`src/rtl/ysyx_22040127_mem_arbiter_if.sv`:
```
// ---------------------------------------------------------------------------
// ysyx_22040127_mem_arbiter_if
// Bundles the three handshakes around the shared memory port:
//   ifu_*  : instruction-fetch requester (read only)
//   lsu_*  : load/store requester (read or masked write)
//   mem_*  : single downstream port towards the pmem model
// Modports:
//   slave  : the arbiter's view. It is the target of the IFU/LSU requests and
//            drives the downstream memory request.
//   master : the surrounding core + memory view (requesters and pmem model).
// ---------------------------------------------------------------------------
interface ysyx_22040127_mem_arbiter_if #(
  parameter int ADDR_W = 64,
  parameter int DATA_W = 64
);
  localparam int MASK_W = DATA_W / 8;

  logic              ifu_req_valid;
  logic              ifu_req_ready;
  logic [ADDR_W-1:0] ifu_addr;
  logic              ifu_resp_valid;
  logic [DATA_W-1:0] ifu_rdata;

  logic              lsu_req_valid;
  logic              lsu_req_ready;
  logic [ADDR_W-1:0] lsu_addr;
  logic              lsu_wen;
  logic [DATA_W-1:0] lsu_wdata;
  logic [MASK_W-1:0] lsu_wmask;
  logic              lsu_resp_valid;
  logic [DATA_W-1:0] lsu_rdata;

  logic              mem_req_valid;
  logic              mem_req_ready;
  logic [ADDR_W-1:0] mem_addr;
  logic              mem_wen;
  logic [DATA_W-1:0] mem_wdata;
  logic [MASK_W-1:0] mem_wmask;
  logic              mem_resp_valid;
  logic [DATA_W-1:0] mem_rdata;

  modport slave (
    input  ifu_req_valid, ifu_addr,
    input  lsu_req_valid, lsu_addr, lsu_wen, lsu_wdata, lsu_wmask,
    input  mem_req_ready, mem_resp_valid, mem_rdata,
    output ifu_req_ready, ifu_resp_valid, ifu_rdata,
    output lsu_req_ready, lsu_resp_valid, lsu_rdata,
    output mem_req_valid, mem_addr, mem_wen, mem_wdata, mem_wmask
  );

  modport master (
    output ifu_req_valid, ifu_addr,
    output lsu_req_valid, lsu_addr, lsu_wen, lsu_wdata, lsu_wmask,
    output mem_req_ready, mem_resp_valid, mem_rdata,
    input  ifu_req_ready, ifu_resp_valid, ifu_rdata,
    input  lsu_req_ready, lsu_resp_valid, lsu_rdata,
    input  mem_req_valid, mem_addr, mem_wen, mem_wdata, mem_wmask
  );
endinterface

```
`src/rtl/ysyx_22040127_mem_arbiter.sv`:
```
// ---------------------------------------------------------------------------
// ysyx_22040127_mem_arbiter
// Shares one memory port between the IFU and the LSU with a single
// transaction in flight. In IDLE a requester is granted combinationally,
// its request is latched on accept, presented downstream in REQ until
// mem_req_ready, and the response is steered back to the owner in WAIT.
// Ports:
//   clk  : clock
//   rst  : synchronous, active-high reset
//   bus  : ysyx_22040127_mem_arbiter_if.slave (IFU, LSU and memory handshakes)
// Build option:
//   YSYX_22040127_ARB_RR_EN defined   -> round-robin between IFU and LSU
//   YSYX_22040127_ARB_RR_EN undefined -> fixed priority, LSU over IFU
// ---------------------------------------------------------------------------
module ysyx_22040127_mem_arbiter #(
  parameter int ADDR_W = 64,
  parameter int DATA_W = 64
) (
  input  logic                          clk,
  input  logic                          rst,
  ysyx_22040127_mem_arbiter_if.slave    bus
);
  localparam int MASK_W = DATA_W / 8;

  typedef enum logic [1:0] {
    IDLE = 2'd0,
    REQ  = 2'd1,
    WAIT = 2'd2
  } state_e;

  state_e            state_q, state_d;
  logic              owner_lsu_q, owner_lsu_d;   // 0 = IFU, 1 = LSU
  logic [ADDR_W-1:0] addr_q, addr_d;
  logic              wen_q, wen_d;
  logic [DATA_W-1:0] wdata_q, wdata_d;
  logic [MASK_W-1:0] wmask_q, wmask_d;
  logic              grant_lsu;
`ifdef YSYX_22040127_ARB_RR_EN
  logic              last_lsu_q, last_lsu_d;     // 0 = IFU won last accept
`endif

  // Grant decision; grant_lsu implies lsu_req_valid.
  always_comb begin
    grant_lsu = bus.lsu_req_valid;
`ifdef YSYX_22040127_ARB_RR_EN
    if (bus.lsu_req_valid && bus.ifu_req_valid) grant_lsu = ~last_lsu_q;
`endif
  end

  always_comb begin
    state_d     = state_q;
    owner_lsu_d = owner_lsu_q;
    addr_d      = addr_q;
    wen_d       = wen_q;
    wdata_d     = wdata_q;
    wmask_d     = wmask_q;
`ifdef YSYX_22040127_ARB_RR_EN
    last_lsu_d  = last_lsu_q;
`endif
    bus.ifu_req_ready  = 1'b0;
    bus.lsu_req_ready  = 1'b0;
    bus.ifu_resp_valid = 1'b0;
    bus.lsu_resp_valid = 1'b0;
    bus.ifu_rdata      = owner_lsu_q ? '0 : bus.mem_rdata;
    bus.lsu_rdata      = owner_lsu_q ? bus.mem_rdata : '0;
    bus.mem_req_valid  = 1'b0;
    bus.mem_addr       = addr_q;
    bus.mem_wen        = wen_q;
    bus.mem_wdata      = wdata_q;
    bus.mem_wmask      = wmask_q;

    unique case (state_q)
      IDLE: begin
        bus.lsu_req_ready = grant_lsu;
        bus.ifu_req_ready = bus.ifu_req_valid & ~grant_lsu;
        if (grant_lsu) begin
          owner_lsu_d = 1'b1;
          addr_d      = bus.lsu_addr;
          wen_d       = bus.lsu_wen;
          wdata_d     = bus.lsu_wdata;
          wmask_d     = bus.lsu_wmask;
          state_d     = REQ;
`ifdef YSYX_22040127_ARB_RR_EN
          last_lsu_d  = 1'b1;
`endif
        end else if (bus.ifu_req_valid) begin
          // Fetches are plain reads: no write enable, no byte mask.
          owner_lsu_d = 1'b0;
          addr_d      = bus.ifu_addr;
          wen_d       = 1'b0;
          wdata_d     = '0;
          wmask_d     = '0;
          state_d     = REQ;
`ifdef YSYX_22040127_ARB_RR_EN
          last_lsu_d  = 1'b0;
`endif
        end
      end
      REQ: begin
        bus.mem_req_valid = 1'b1;
        if (bus.mem_req_ready) state_d = WAIT;
      end
      WAIT: begin
        if (bus.mem_resp_valid) begin
          bus.ifu_resp_valid = ~owner_lsu_q;
          bus.lsu_resp_valid = owner_lsu_q;
          state_d            = IDLE;
        end
      end
      default: state_d = IDLE;
    endcase

    // A response arriving while reset is asserted belongs to an abandoned
    // transaction and must not leak to either requester.
    if (rst) begin
      bus.ifu_req_ready  = 1'b0;
      bus.lsu_req_ready  = 1'b0;
      bus.ifu_resp_valid = 1'b0;
      bus.lsu_resp_valid = 1'b0;
    end
  end

  always_ff @(posedge clk) begin
    if (rst) begin
      state_q     <= IDLE;
      owner_lsu_q <= 1'b0;
      addr_q      <= '0;
      wen_q       <= 1'b0;
      wdata_q     <= '0;
      wmask_q     <= '0;
`ifdef YSYX_22040127_ARB_RR_EN
      last_lsu_q  <= 1'b0;
`endif
    end else begin
      state_q     <= state_d;
      owner_lsu_q <= owner_lsu_d;
      addr_q      <= addr_d;
      wen_q       <= wen_d;
      wdata_q     <= wdata_d;
      wmask_q     <= wmask_d;
`ifdef YSYX_22040127_ARB_RR_EN
      last_lsu_q  <= last_lsu_d;
`endif
    end
  end
endmodule

```
`src/flat_wrapper.sv`:
```
// flat-port wrapper written by rule: the top's interface ports become plain ports
module ysyx_22040127_mem_arbiter_flat 
#(
  parameter int ADDR_W = 64,
  parameter int DATA_W = 64
)
  (clk, rst, bus_ifu_req_valid, bus_ifu_addr, bus_lsu_req_valid, bus_lsu_addr, bus_lsu_wen, bus_lsu_wdata, bus_lsu_wmask, bus_mem_req_ready, bus_mem_resp_valid, bus_mem_rdata, bus_ifu_req_ready, bus_ifu_resp_valid, bus_ifu_rdata, bus_lsu_req_ready, bus_lsu_resp_valid, bus_lsu_rdata, bus_mem_req_valid, bus_mem_addr, bus_mem_wen, bus_mem_wdata, bus_mem_wmask);
  ysyx_22040127_mem_arbiter_if #(.ADDR_W(ADDR_W), .DATA_W(DATA_W)) bus_i ();
  input  logic clk;
  input  logic rst;
  input wire logic [$bits(bus_i.ifu_req_valid)-1:0] bus_ifu_req_valid;
  input wire logic [$bits(bus_i.ifu_addr)-1:0] bus_ifu_addr;
  input wire logic [$bits(bus_i.lsu_req_valid)-1:0] bus_lsu_req_valid;
  input wire logic [$bits(bus_i.lsu_addr)-1:0] bus_lsu_addr;
  input wire logic [$bits(bus_i.lsu_wen)-1:0] bus_lsu_wen;
  input wire logic [$bits(bus_i.lsu_wdata)-1:0] bus_lsu_wdata;
  input wire logic [$bits(bus_i.lsu_wmask)-1:0] bus_lsu_wmask;
  input wire logic [$bits(bus_i.mem_req_ready)-1:0] bus_mem_req_ready;
  input wire logic [$bits(bus_i.mem_resp_valid)-1:0] bus_mem_resp_valid;
  input wire logic [$bits(bus_i.mem_rdata)-1:0] bus_mem_rdata;
  output wire logic [$bits(bus_i.ifu_req_ready)-1:0] bus_ifu_req_ready;
  output wire logic [$bits(bus_i.ifu_resp_valid)-1:0] bus_ifu_resp_valid;
  output wire logic [$bits(bus_i.ifu_rdata)-1:0] bus_ifu_rdata;
  output wire logic [$bits(bus_i.lsu_req_ready)-1:0] bus_lsu_req_ready;
  output wire logic [$bits(bus_i.lsu_resp_valid)-1:0] bus_lsu_resp_valid;
  output wire logic [$bits(bus_i.lsu_rdata)-1:0] bus_lsu_rdata;
  output wire logic [$bits(bus_i.mem_req_valid)-1:0] bus_mem_req_valid;
  output wire logic [$bits(bus_i.mem_addr)-1:0] bus_mem_addr;
  output wire logic [$bits(bus_i.mem_wen)-1:0] bus_mem_wen;
  output wire logic [$bits(bus_i.mem_wdata)-1:0] bus_mem_wdata;
  output wire logic [$bits(bus_i.mem_wmask)-1:0] bus_mem_wmask;
  assign bus_i.ifu_req_valid = bus_ifu_req_valid;
  assign bus_i.ifu_addr = bus_ifu_addr;
  assign bus_i.lsu_req_valid = bus_lsu_req_valid;
  assign bus_i.lsu_addr = bus_lsu_addr;
  assign bus_i.lsu_wen = bus_lsu_wen;
  assign bus_i.lsu_wdata = bus_lsu_wdata;
  assign bus_i.lsu_wmask = bus_lsu_wmask;
  assign bus_i.mem_req_ready = bus_mem_req_ready;
  assign bus_i.mem_resp_valid = bus_mem_resp_valid;
  assign bus_i.mem_rdata = bus_mem_rdata;
  assign bus_ifu_req_ready = bus_i.ifu_req_ready;
  assign bus_ifu_resp_valid = bus_i.ifu_resp_valid;
  assign bus_ifu_rdata = bus_i.ifu_rdata;
  assign bus_lsu_req_ready = bus_i.lsu_req_ready;
  assign bus_lsu_resp_valid = bus_i.lsu_resp_valid;
  assign bus_lsu_rdata = bus_i.lsu_rdata;
  assign bus_mem_req_valid = bus_i.mem_req_valid;
  assign bus_mem_addr = bus_i.mem_addr;
  assign bus_mem_wen = bus_i.mem_wen;
  assign bus_mem_wdata = bus_i.mem_wdata;
  assign bus_mem_wmask = bus_i.mem_wmask;
  ysyx_22040127_mem_arbiter #(.ADDR_W(ADDR_W), .DATA_W(DATA_W)) u_core (.clk(clk), .rst(rst), .bus(bus_i));
endmodule
```
`config.mk`:
```
export PLATFORM = sky130hd
export DESIGN_NAME = ysyx_22040127_mem_arbiter_flat
export DESIGN_NICKNAME = d
export VERILOG_FILES = /design/src/rtl/ysyx_22040127_mem_arbiter_if.sv /design/src/rtl/ysyx_22040127_mem_arbiter.sv /design/src/flat_wrapper.sv
export SDC_FILE = /design/constraint.sdc
export NUM_CORES = 1
export LEC_CHECK = 0
export BUFFER_PORTS_ARGS = -buffer_cell sky130_fd_sc_hd__buf_4
export CAP_MARGIN = 20
export CELL_PAD_IN_SITES_DETAIL_PLACEMENT = 1
export CELL_PAD_IN_SITES_GLOBAL_PLACEMENT = 1
export CORE_AREA = 2 2 211 213
export CTS_CLUSTER_SIZE = 20
export DETAILED_ROUTE_END_ITERATION = 10
export DIE_AREA = 0 0 213 215
export GPL_TIMING_DRIVEN = 1
export PLACE_DENSITY_LB_ADDON = 0.1
export RECOVER_POWER = 25
export SETUP_SLACK_MARGIN = 0.4
export SLEW_MARGIN = 40
export SYNTH_ARGS = -nofsm -noshare
export SYNTH_HDL_FRONTEND = slang
export SYNTH_SLANG_ARGS = --single-unit
```
`constraint.sdc`:
```
create_clock -name clk -period 3.7 [get_ports clk]
set_clock_uncertainty 0.1 [all_clocks]
set_input_delay 0.37 -clock clk [delete_from_list [all_inputs] [get_ports clk]]
set_output_delay 0.37 -clock clk [all_outputs]
set_load 0.01 [all_outputs]
```
== Word-level counts from Yosys, hierarchy flattened ==
Cells that the tools add are included.

* Equality and inequality tests: 5
* Multiplexer cells: 27
* Bitwise gates (word level): 3
* Reductions and logical operators: 4

{| class="wikitable"
|+ Operators by type and width
! cell !! count
|-
| $mux 64 || 6
|-
| $mux 8 || 2
|-
| $mux 1 || 14
|-
| $mux 2 || 4
|-
| $pmux 2 s3 || 1
|-
| $ne 2x2->1 const B || 2
|-
| $ne 3x3->1 const B || 1
|-
| $reduce_and 3->1 || 1
|-
| $eq 2x1->1 const B || 1
|-
| $eq 2x2->1 const B || 1
|-
| $logic_not 2->1 || 1
|-
| $not 1->1 || 2
|-
| $reduce_and 2->1 || 1
|-
| $reduce_bool 2->1 || 1
|-
| $and 1x1->1 || 1
|}

* Flip-flop bits (word level): 140
* Bits of input ports: 271
* Output and inout bits: 270
* Word-level logic and storage cells: 45

== Logic depth before layout (Yosys ltp) ==
* Depth in word-level cells: 4
* Gate-level depth with buffers: 5
* Gate-level depth less buffers: 3

== Worst setup path after synthesis ==
No wires, ideal clock.

* Kind: input -> output
* From: input port bus_lsu_req_valid
* To: output port bus_ifu_req_ready
* Arrival time: 1.196 ns
* Required time: 3.230 ns
* Slack: 2.034 ns
* Stages: 3
* Path buffers: 2
* Cells stage by stage: buf_4 buf_2 nor4bb_1

* Word-level cells in the longest chain between the ends: 4

{| class="wikitable"
|+ RTL lines
! item !! RTL line !! RTL
|-
| start: declaration || flat_wrapper.sv:13 || <nowiki>input wire logic [$bits(bus_i.lsu_req_valid)-1:0] bus_lsu_req_valid;</nowiki>
|-
| $not 1->1 || ysyx_22040127_mem_arbiter.sv:75 || <nowiki>bus.ifu_req_ready = bus.ifu_req_valid & ~grant_lsu;</nowiki>
|-
| $and 1x1->1 || ysyx_22040127_mem_arbiter.sv:75 ||
|-
| $mux 1 || ysyx_22040127_mem_arbiter.sv:72 || <nowiki>unique case (state_q)</nowiki>
|-
| $mux 1 || ysyx_22040127_mem_arbiter.sv:115 || <nowiki>if (rst) begin</nowiki>
|-
| end: declaration || flat_wrapper.sv:21 || <nowiki>output wire logic [$bits(bus_i.ifu_req_ready)-1:0] bus_ifu_req_ready;</nowiki>
|}

Every way passes these cells.

== Worst setup path after layout ==
* From: register u_core.state_q[1]
* To: output port bus_lsu_req_ready

* Word-level cells in the longest chain between the ends: 3

{| class="wikitable"
|+ RTL lines
! item !! RTL line !! RTL
|-
| start: declaration || ysyx_22040127_mem_arbiter.sv:31 || <nowiki>state_e state_q, state_d;</nowiki>
|-
| start signal: assignment || ysyx_22040127_mem_arbiter.sv:135 || <nowiki>state_q <= state_d;</nowiki>
|-
| $logic_not 2->1 || ysyx_22040127_mem_arbiter.sv:72 ||
|-
| $mux 1 || ysyx_22040127_mem_arbiter.sv:72 ||
|-
| $mux 1 || ysyx_22040127_mem_arbiter.sv:115 ||
|-
| end: declaration || flat_wrapper.sv:24 || <nowiki>output wire logic [$bits(bus_i.lsu_req_ready)-1:0] bus_lsu_req_ready;</nowiki>
|}

Every way passes these cells.

==> results.cfg <==
[outcome]
status = finished clean

[drt]
wl_per_cell_um = 18.7
num_vias = 6728
totalWireLength_mm = 32.3
route.detailed.drc = 0
drt.antenna.violating_nets = 0
drt_iter0_markers = 229
vias_per_cell = 3.90
dr.pass1.iters = 4

[grt]
grt_pass1_vias = 7173
grt_remaining_overflow = 0
antenna_found_initial = 0
grtUsageTotal_pct = 13.8
grt_max_degree = 100
grt_pass1_wl_mm = 46.9

[logic_synthesis]
synthSimpleGateAreaFrac_pct = 13.6
synth_xor_area_share_pct = 0
netlist_area_um2 = 6500
syn_inst = 618
ys_seq_area_share_pct = 43.1
yosysWarnings = 0
ys_top_cells_by_area = dfxtp_1 43%, a211oi_2 12%, mux2i_1 9.9%
netlist.top_cell.by_area = dfxtp_1
synthesis.nets = 889
ys_ff_latch = 140
synth_compound_area_share_pct = 27.2
synth_edf_count = 0
synth_top_family_by_area = compound AO/OA/AOI/OAI gates
synth_top_area_share_pct = 43.1
synth_ff_type = dfxtp_1
syn_avg_cell_area_um2 = 10.5
ys_types = 24
synth_fa_ha_area_share_pct = 0
synthMuxAreaShare_pct = 9.86
synthArstFlopShare_pct = 0

[placement]
gp_congestion = 0.778
dp_hpwl_mm = 24.8
preCtsSetupSlack_ns = 1.53
port_buffers = 540
dpl.cell_count = 1694

[sta]
fmax_mhz = 413
final_max_slew_viol_count = 0
worstMarginPinSlew_ns = 0.812
hold_viol = 0
setup_viol = 0
slew-limit-headroom_pct = 45.9
fin_ws_ns = 1.28
rsz0062_at_grt = false
min_period_ns = 2.42
finalCritPeriodShare_pct = 65.4
hold_ws_ns = 0.0384
tns_ns = 0

[clock_tree]
postCtsSetupBuffers = 0
cts_tree = done
clkLatencyLatePin_ns = 0.43
clk_path_buf_depth = 2
clk_pin_slew_ns = 0.07
numCtsBuffers = 17
cts_root_buf = clkbuf_16
cts_hold_buf = 0
cts_sinks = 140
cts_resized = 0
htreeDepth = 4

[floorplanning]
initial_core_util_pct = 14.9
ioPinCount = 541
die_area_um2 = 45800
core_area_um2 = 43600
rows = 77
die_x_um = 213
die_h_um = 215

[critical_path]
cp_data_arrival_time_ns = 1.95
startpoint_type = flop
cp-end-kind = output port
critPathMaxFanout = 43
crit_required_ns = 3.23
crit_type = reg2out

[final_layout]
area_growth_pct = 73.1
antenna_cells = 0
nets = 1393
final_cell_mix = 445 x buf_4, 139 x dfxtp_1, 101 x clkbuf_1, 73 x a22o_1
layout_commonest_cell = buf_4
final_cells = 1727
drive_above_1_share_pct = 48.3

[power_and_ir_drop]
power.leakage_nw = 5.04
power-per-cell-area_nw_per_um2 = 425
peakVddDrop_mv = 0.292

[worst_hold_path]
holdCritPathClass = in2reg

[job]
maxCapViolCount = 0
path summary, 6_finish.rpt:
kind,start,to,slack [ns],cells after the start
worst min-delay path,bus_lsu_wdata[36],u_core.bus.mem_wdata[36],0.04,2
worst max-delay path,u_core.state_q[1],bus_lsu_req_ready,1.28,3
worst min register to register,u_core.bus.mem_wmask[6],u_core.bus.mem_wmask[6],0.37,1
worst max register to register,u_core.state_q[1],u_core.bus.mem_addr[32],1.82,4
cell type report:
type	instances	area (µm²)
clock inverter	15	164
sequential	140	2810
timing repair buffer	551	3790
inverter	1	3.75
fill	5141	32400
multi-input combinational	411	3320
tap	592	741
clock buffer	17	425
cell usage after synthesis, types with 4 or more instances:
library cell	instances
nor2b_1	65
mux2i_1	64
and2_1	65
clkbuf_1	20
buf_6	12
buf_2	24
a211oi_1	4
a21oi_1	66
a211oi_2	60
a22o_1	73
buf_4	9
dfxtp_1	140
nor2_1	5
flip-flops by register name (all words and copies together) (netlist names):
name and count:
u_core.bus.mem_addr 64, u_core.bus.mem_wdata 64, u_core.bus.mem_wmask 8, u_core.state_q 2
u_core.bus.mem_wen 1, u_core.owner_lsu_q 1
cell families (layout without fill, tap and decap cells):
group           Yosys count  count (layout)
compound gates          205             205
simple gates            142             142
flops                   140             140
buf+inv                  67             584
mux                      64              64
stage by stage:
step	cell area [µm²]	utilization, %	power, W
4_1_cts	11600	26.6	0.00497
6_report	11300	25.8	0.00479
2_1_floorplan	6500	-	0.00240
5_1_grt	11300	25.8	0.00505
3_5_place_dp	11000	25.3	0.00316
3_3_place_gp	11000	25.2	0.00316
critical path: stages (launching register included):
cell	delay [ns]
dfxtp_1	0.41
nor4b_4	0.36
buf_4	0.50
buf_4	0.22
power by group:
| group | switching [W] | leakage (nW) | internal (W) |
|---|---|---|---|
| clock network | 0.000764 | 0.273 | 0.00100 |
| registers | 0.0000875 | 1.16 | 0.00165 |
| logic | 0.000656 | 3.61 | 0.000626 |
routing by layer:
layer	share of wire, %	vias up	track usage [%]
met5	0	-	0
met4	1.2	0	3.19
met1	39	3214	15.4
met3	8.6	19	5.35
met2	51	252	24.3
li1	-	3243	-
No activity file was read; power rests on OpenSTA's default activity.
